==> config.mk <==
export PLATFORM = sky130hd
export DESIGN_NAME = program_loader
export DESIGN_NICKNAME = d
export VERILOG_FILES = /design/src/rtl/program_loader.sv
export SDC_FILE = /design/constraint.sdc
export NUM_CORES = 1
export LEC_CHECK = 0
export CAP_MARGIN = 5
export CORE_MARGIN = 10
export CORE_UTILIZATION = 47
export DETAILED_ROUTE_END_ITERATION = 8
export PLACE_DENSITY = 0.79
export SLEW_MARGIN = 20
export SYNTH_ARGS = -nofsm -noshare
export SYNTH_HDL_FRONTEND = slang
export SYNTH_SLANG_ARGS = --single-unit
==> constraint.sdc <==
create_clock -name clk -period 2.05 [get_ports clk]
set_clock_uncertainty 0.1 [all_clocks]
set_input_delay 0.41 -clock clk [delete_from_list [all_inputs] [get_ports clk]]
set_output_delay 0.41 -clock clk [all_outputs]
set_load 0.005 [all_outputs]
==> src/rtl/program_loader.sv <==
// program_loader: streams bytes from a valid/ready source into program memory.
// Optional trailing checksum byte when PROGRAM_LOADER_CHECKSUM_EN is defined.
module program_loader #(
  parameter int ADDR_W = 12,
  parameter int DATA_W = 8
) (
  input  logic              clk,
  input  logic              reset,
  input  logic              start,
  input  logic [ADDR_W-1:0] start_addr,
  input  logic [ADDR_W-1:0] len,
  input  logic              in_valid,
  input  logic [DATA_W-1:0] in_data,
  output logic              in_ready,
  output logic              mem_we,
  output logic [ADDR_W-1:0] mem_addr,
  output logic [DATA_W-1:0] mem_data,
  output logic              cpu_hold,
  output logic              busy,
  output logic              done,
  output logic              error
);

  localparam logic [ADDR_W-1:0] A_ONE =
    {{(ADDR_W-1){1'b0}}, 1'b1};

  typedef enum logic [1:0] {
    IDLE  = 2'd0,
    LOAD  = 2'd1,
`ifdef PROGRAM_LOADER_CHECKSUM_EN
    CHECK = 2'd3,
`endif
    DONE  = 2'd2
  } state_t;

  state_t state;
  state_t next_state;

  logic [ADDR_W-1:0] addr_q;
  logic [ADDR_W-1:0] count_q;
  logic [ADDR_W-1:0] len_q;

  logic load_take;
  logic load_last;
  logic kick;

  logic ready_d;
  logic hold_d;
  logic busy_d;
  logic done_d;

  // in_ready is registered and only high in LOAD/CHECK,
  // so it qualifies every transfer.
  assign kick      = (state == IDLE) && start;
  assign load_take = (state == LOAD) && in_valid && in_ready;
  assign load_last = load_take &&
                     (count_q == (len_q - A_ONE));

`ifdef PROGRAM_LOADER_CHECKSUM_EN
  logic [DATA_W-1:0] sum_q;
  logic [DATA_W-1:0] sum_next;
  logic              chk_take;
  logic              chk_ok;

  assign chk_take = (state == CHECK) && in_valid && in_ready;
  assign sum_next = sum_q + in_data;
  assign chk_ok   = (sum_next == '0);
`endif

  // State register
  always_ff @(posedge clk or negedge reset) begin
    if (!reset) begin
      state <= IDLE;
    end else begin
      state <= next_state;
    end
  end

  // Next-state decode
  always_comb begin
    next_state = state;
    unique case (state)
      IDLE: begin
        if (start) begin
`ifdef PROGRAM_LOADER_CHECKSUM_EN
          next_state = (len == '0) ? CHECK : LOAD;
`else
          next_state = (len == '0) ? DONE : LOAD;
`endif
        end
      end
      LOAD: begin
        if (load_last) begin
`ifdef PROGRAM_LOADER_CHECKSUM_EN
          next_state = CHECK;
`else
          next_state = DONE;
`endif
        end
      end
`ifdef PROGRAM_LOADER_CHECKSUM_EN
      CHECK: begin
        if (chk_take) begin
          next_state = chk_ok ? DONE : IDLE;
        end
      end
`endif
      DONE: begin
        next_state = IDLE;
      end
      default: begin
        next_state = IDLE;
      end
    endcase
  end

  // Output decode from the upcoming state; registered below
  always_comb begin
    ready_d = (next_state == LOAD);
`ifdef PROGRAM_LOADER_CHECKSUM_EN
    ready_d = ready_d || (next_state == CHECK);
`endif
    hold_d = ready_d;
    busy_d = (next_state != IDLE);
    done_d = (next_state == DONE);
  end

  // Registered control outputs and write strobe
  always_ff @(posedge clk or negedge reset) begin
    if (!reset) begin
      in_ready <= 1'b0;
      cpu_hold <= 1'b0;
      busy     <= 1'b0;
      done     <= 1'b0;
      mem_we   <= 1'b0;
    end else begin
      in_ready <= ready_d;
      cpu_hold <= hold_d;
      busy     <= busy_d;
      done     <= done_d;
      mem_we   <= load_take;
    end
  end

  // Address/count/length bookkeeping and write port data
  always_ff @(posedge clk or negedge reset) begin
    if (!reset) begin
      addr_q   <= '0;
      count_q  <= '0;
      len_q    <= '0;
      mem_addr <= '0;
      mem_data <= '0;
    end else if (kick) begin
      addr_q  <= start_addr;
      count_q <= '0;
      len_q   <= len;
    end else if (load_take) begin
      addr_q   <= addr_q + A_ONE;
      count_q  <= count_q + A_ONE;
      mem_addr <= addr_q;
      mem_data <= in_data;
    end
  end

`ifdef PROGRAM_LOADER_CHECKSUM_EN
  // Running byte sum and sticky checksum error
  always_ff @(posedge clk or negedge reset) begin
    if (!reset) begin
      sum_q <= '0;
      error <= 1'b0;
    end else if (kick) begin
      sum_q <= '0;
      error <= 1'b0;
    end else if (load_take) begin
      sum_q <= sum_next;
    end else if (chk_take && !chk_ok) begin
      error <= 1'b1;
    end
  end
`else
  assign error = 1'b0;
`endif

endmodule
======== Word-level counts from Yosys, hierarchy flattened ========
Index checks and enable logic that the tools add are counted.
storage, ports and cells
  input bits .............................. 36
  output and inout port bits .............. 26
  flip-flop bits (word level) ............. 62
operators by class
  multiplexer cells ....................... 8
  equality and inequality tests ........... 4
  $add $sub $neg .......................... 3
  reductions and logical operators ........ 9
  bitwise operators ....................... 1
operator list
  kind                     number
  $mux W12                 4
  $add A12 B1 Y12 const B  2
  $eq A12 B12 Y1           1
  $logic_not A12 Y1        1
  $sub A12 B1 Y12 const B  1
  $mux W2                  3
  $eq A2 B1 Y1 const B     2
  $logic_and A1 B1 Y1      4
  $pmux W2 S2              1
  $reduce_bool A2 Y1       2
  $eq A2 B2 Y1 const B     1
  $logic_not A2 Y1         1
  $reduce_and A2 Y1        1
  $not A1 Y1               1

======== Depth between registers and ports, before layout ========
  word-level depth ........................ 7
  depth in mapped cells ................... 8

======== Worst setup path after synthesis ========
No wires, ideal clock.
  kind .................................... register -> register
  start point ............................. register len_q[0]
  end point ............................... register done
  slack ................................... -0.171 ns
  arrival ................................. 2.056 ns
  cell stages (with the launch flop) ...... 9
  library setup time ...................... 0.065 ns
  data required time ...................... 1.885 ns
  cell sequence ........................... dfrtp_1 -> inv_1 -> ha_1 -> clkbuf_1 -> nor3b_1 -> xnor2_1 -> nand4_1 -> a2111oi_1 -> a31o_2
between the ends
  cells in the longest elaborated chain, start to end .. 6
ends and longest elaborated chain
  what                    RTL line  text
  from (decl)             41        logic [ADDR_W-1:0] len_q;
  from (signal assigned)  156       len_q <= len;
  $sub A12 B1 Y12         57        (count_q == (len_q - A_ONE));
  $eq A12 B12 Y1          57
  $logic_and A1 B1 Y1     56        assign load_last = load_take &&
  $mux W2                 93        if (load_last) begin
  $pmux W2 S2             82        unique case (state)
  $eq A2 B2 Y1            125       done_d = (next_state == DONE);
  via done_d              50        logic done_d;
  to (signal assigned)    140       done <= done_d;
  to (decl)               20        output logic done,
The timed path passes the listed nets, and every way through them passes these cells.
A chain may end at the register's enable or synchronous reset.

======== Final worst setup path ========
  start point ............................. register len_q[1]
  end point ............................... register state[1]
between the ends
  cells in the longest elaborated chain, start to end .. 5
ends and longest elaborated chain
  what                  RTL line  text
  $sub A12 B1 Y12       57
  $eq A12 B12 Y1        57
  $logic_and A1 B1 Y1   56
  $mux W2               93
  $pmux W2 S2           82
  via next_state[1]     37        state_t next_state;
  to (signal assigned)  75        state <= next_state;
  to (decl)             36        state_t state;
The timed path passes the listed nets, and every way through them passes these cells.

==> results.yml <==
synthesis:
  synth_top_area_share_pct: 49.4
  synth_area_leader_cell: "dfrtp_1"
  ys_ff_latch: 62
  synth.avg_cell_area_sq_um: 9.63
  yosys_warnings: 0
  synth_ff_type: "dfrtp_1"
  synthArstFlopShare_pct: 100
  synth_most_common_cell: "nand2_1"
  synthCells: 326
  syn_area_sq_um: 3140
  synth_fp_nets: 365
  ys_seq_area_share_pct: 49.4
  yosysUniqueCellTypes: 50
  synth_area_leaders: "dfrtp_1 49%, nand2_1 9.6%, xor2_1 4.2%"
  netlist_top_cells_count: "80 x nand2_1, 62 x dfrtp_1, 19 x o21ai_0"
  synth-edff-count: 0
timing:
  whs_ps: 375
  fin_setup_tns_ps: -280
  setup_ws_ps: -103
  fin_crit_ps: 2150
  fmaxAchievable_mhz: 464
  final-hold-violation-count: 0
  drv_slew: 0
  finalCritPeriodShare_pct: 105
  rsz0062_at_grt: "true"
  setup_viol: 4
place:
  placed_area_sq_um: 3990
  hpwlAfterDp_um: 5890
  io_buffers: 60
  place_ws_ps: -330
  routabilityCongestion: 0.813
detailed_routing:
  ant_nets: 0
  wl_um: 8740
  wl_per_cell_um: 17.5
  route.met2.wl_um: 4440
  dr_wl_met3_um: 562
  top_layer: "met4"
  vias_per_cell: 5.61
  first_pass_iters: 5
  vias: 2805
  wl_met1_um: 3550
  drc: 0
  drt-initial-drc-count: 166
status:
  violations: "setup timing"
  outcome: "complete, but fails checks"
global_routing:
  grt_max_degree: 50
  grt-ovfl-total: 0
  grt_pass1_vias: 2712
  grt_pass1_wl_um: 13300
  grt_antenna_before_repair: 0
  grt_usage_pct: 16.1
final_layout:
  area_growth_pct: 40.6
  insertedDiodeCount: 0
  stdcell_area_sq_um: 4410
  fin_nets: 457
  final_layout_size_suffix_gt1_share_pct: 22.0
worst_setup_path:
  path_class: "reg -> reg"
  required_ps: 2180
  r2r_slack_ps: -100
  end_kind: "flop"
  worstPathArrival_ps: 2280
  crit_fanout: 4
  critPathLaunchType: "flop"
clock_tree:
  cts_buffers: 9
  clockRootBuffer: "clkbuf_8"
  clkSlewWorstSetupHoldPaths_ps: 70
  htree_levels: 3
  cts_sinks: 62
  clock_latency_ps: 350
  clock_path_buffers: 2
  cts_tree: "yes"
floorplan:
  coreArea_sq_um: 6420
  die_area_sq_um: 10300
  die_w_um: 102
  start_util_pct: 48.9
  pin_count: 62
  die_h_um: 102
  rows: 29
power_and_ir_drop:
  ir_worst_vdd_v: 0.000555
  p_leak_nw: 1.93
  power_mw: 5.27
  power_density_nw_per_um2: 1200
worst_hold_path:
  hold_class: "reg -> reg"
flow_run:
  drv_cap: 0
## sequential cells by signal (all words and copies together) (netlist names)
name / count
busy: 1
mem_data: 8
count_q: 12
mem_we: 1
mem_addr: 12
len_q: 12
addr_q: 12
cpu_hold: 1
done: 1
state: 2
## path summary, 6_finish.rpt
path | from | end | depth (start not counted)
min in group asynchronous | reset | len_q[11] | 2
max in group asynchronous | reset | len_q[4] | 3
min reg2reg | mem_data[7] | mem_data[7] | 2
min | mem_data[7] | mem_data[7] | 2
max | len_q[1] | state[1] | 9
max reg2reg | len_q[1] | state[1] | 9
## repair_timing
item | CTS | global route
hold buffers | 1 | 0
setup buffers | 1 | 9
gates resized for setup | 8 | 17
pin swaps | 3 | 15
endpoints found under the setup margin | 4 | 8
endpoints found under the hold margin | 13 | 0
## area by class of cell
| type | count | area, sq um |
|---|---|---|
| Clock buffer | 10 | 138 |
| Clock inverter | 6 | 92.6 |
| Fill cell | 450 | 2010 |
| Inverter | 6 | 22.5 |
| Multi-Input combinational cell | 241 | 1600 |
| Sequential cell | 62 | 1560 |
| Tap cell | 77 | 96.3 |
| Timing Repair Buffer | 98 | 907 |
## kinds of logic after synthesis
| logic type | count (synthesis) | share of synthesized area (%) |
|---|---|---|
| buffers and inverters | 23 | 3.03 |
| muxes | 11 | 3.91 |
| adders and majority gates | 3 | 1.20 |
| xor gates and xnor gates | 24 | 7.14 |
| AOI/OAI and AO/OA | 55 | 12.8 |
| and+or+nand+nor | 147 | 22.3 |
| DFF | 62 | 49.4 |
| other | 1 | 0.120 |
## worst max-delay path, cell delays in order (launching register included)
cell	delay, ps
dfrtp_1	430
inv_2	100
ha_4	170
buf_6	100
xnor3_1	190
and3_1	180
o211ai_1	290
buf_4	180
a22oi_2	60
a31o_2	240
## per-stage QoR
step                      std cells  utilization (%)
final                           500             68.7
after global routing            500             68.7
after CTS                       491             66.5
after detailed placement        473             62.1
after global placement          473             62.1
after floorplan                 326                -
## power by group
group,total [mW],switching [mW],internal (mW)
Sequential,1.91,0.385,1.53
Clock,1.24,0.512,0.726
Combinational,2.13,0.976,1.15
## layout by cell type, fill, tap and decap left out, types with 8 or more instances in the layout
cell type and instances:
nand2_1 80, clkdlybuf4s50_1 59, dfrtp_1 58, buf_4 33, o21ai_0 19, xor2_1 15, nor2_1 14, nand3_1 11
mux2_2 10, clkbuf_8 10, xnor2_1 8
## per-layer routing
layer / vias up / global-route usage (%)
li1: 1330 / -
met1: 1353 / 19.7
met5: - / 0
met3: 17 / 4.42
met4: 0 / 6.82
met2: 105 / 26.2
Note: power is estimated with default switching activity, not from simulation.
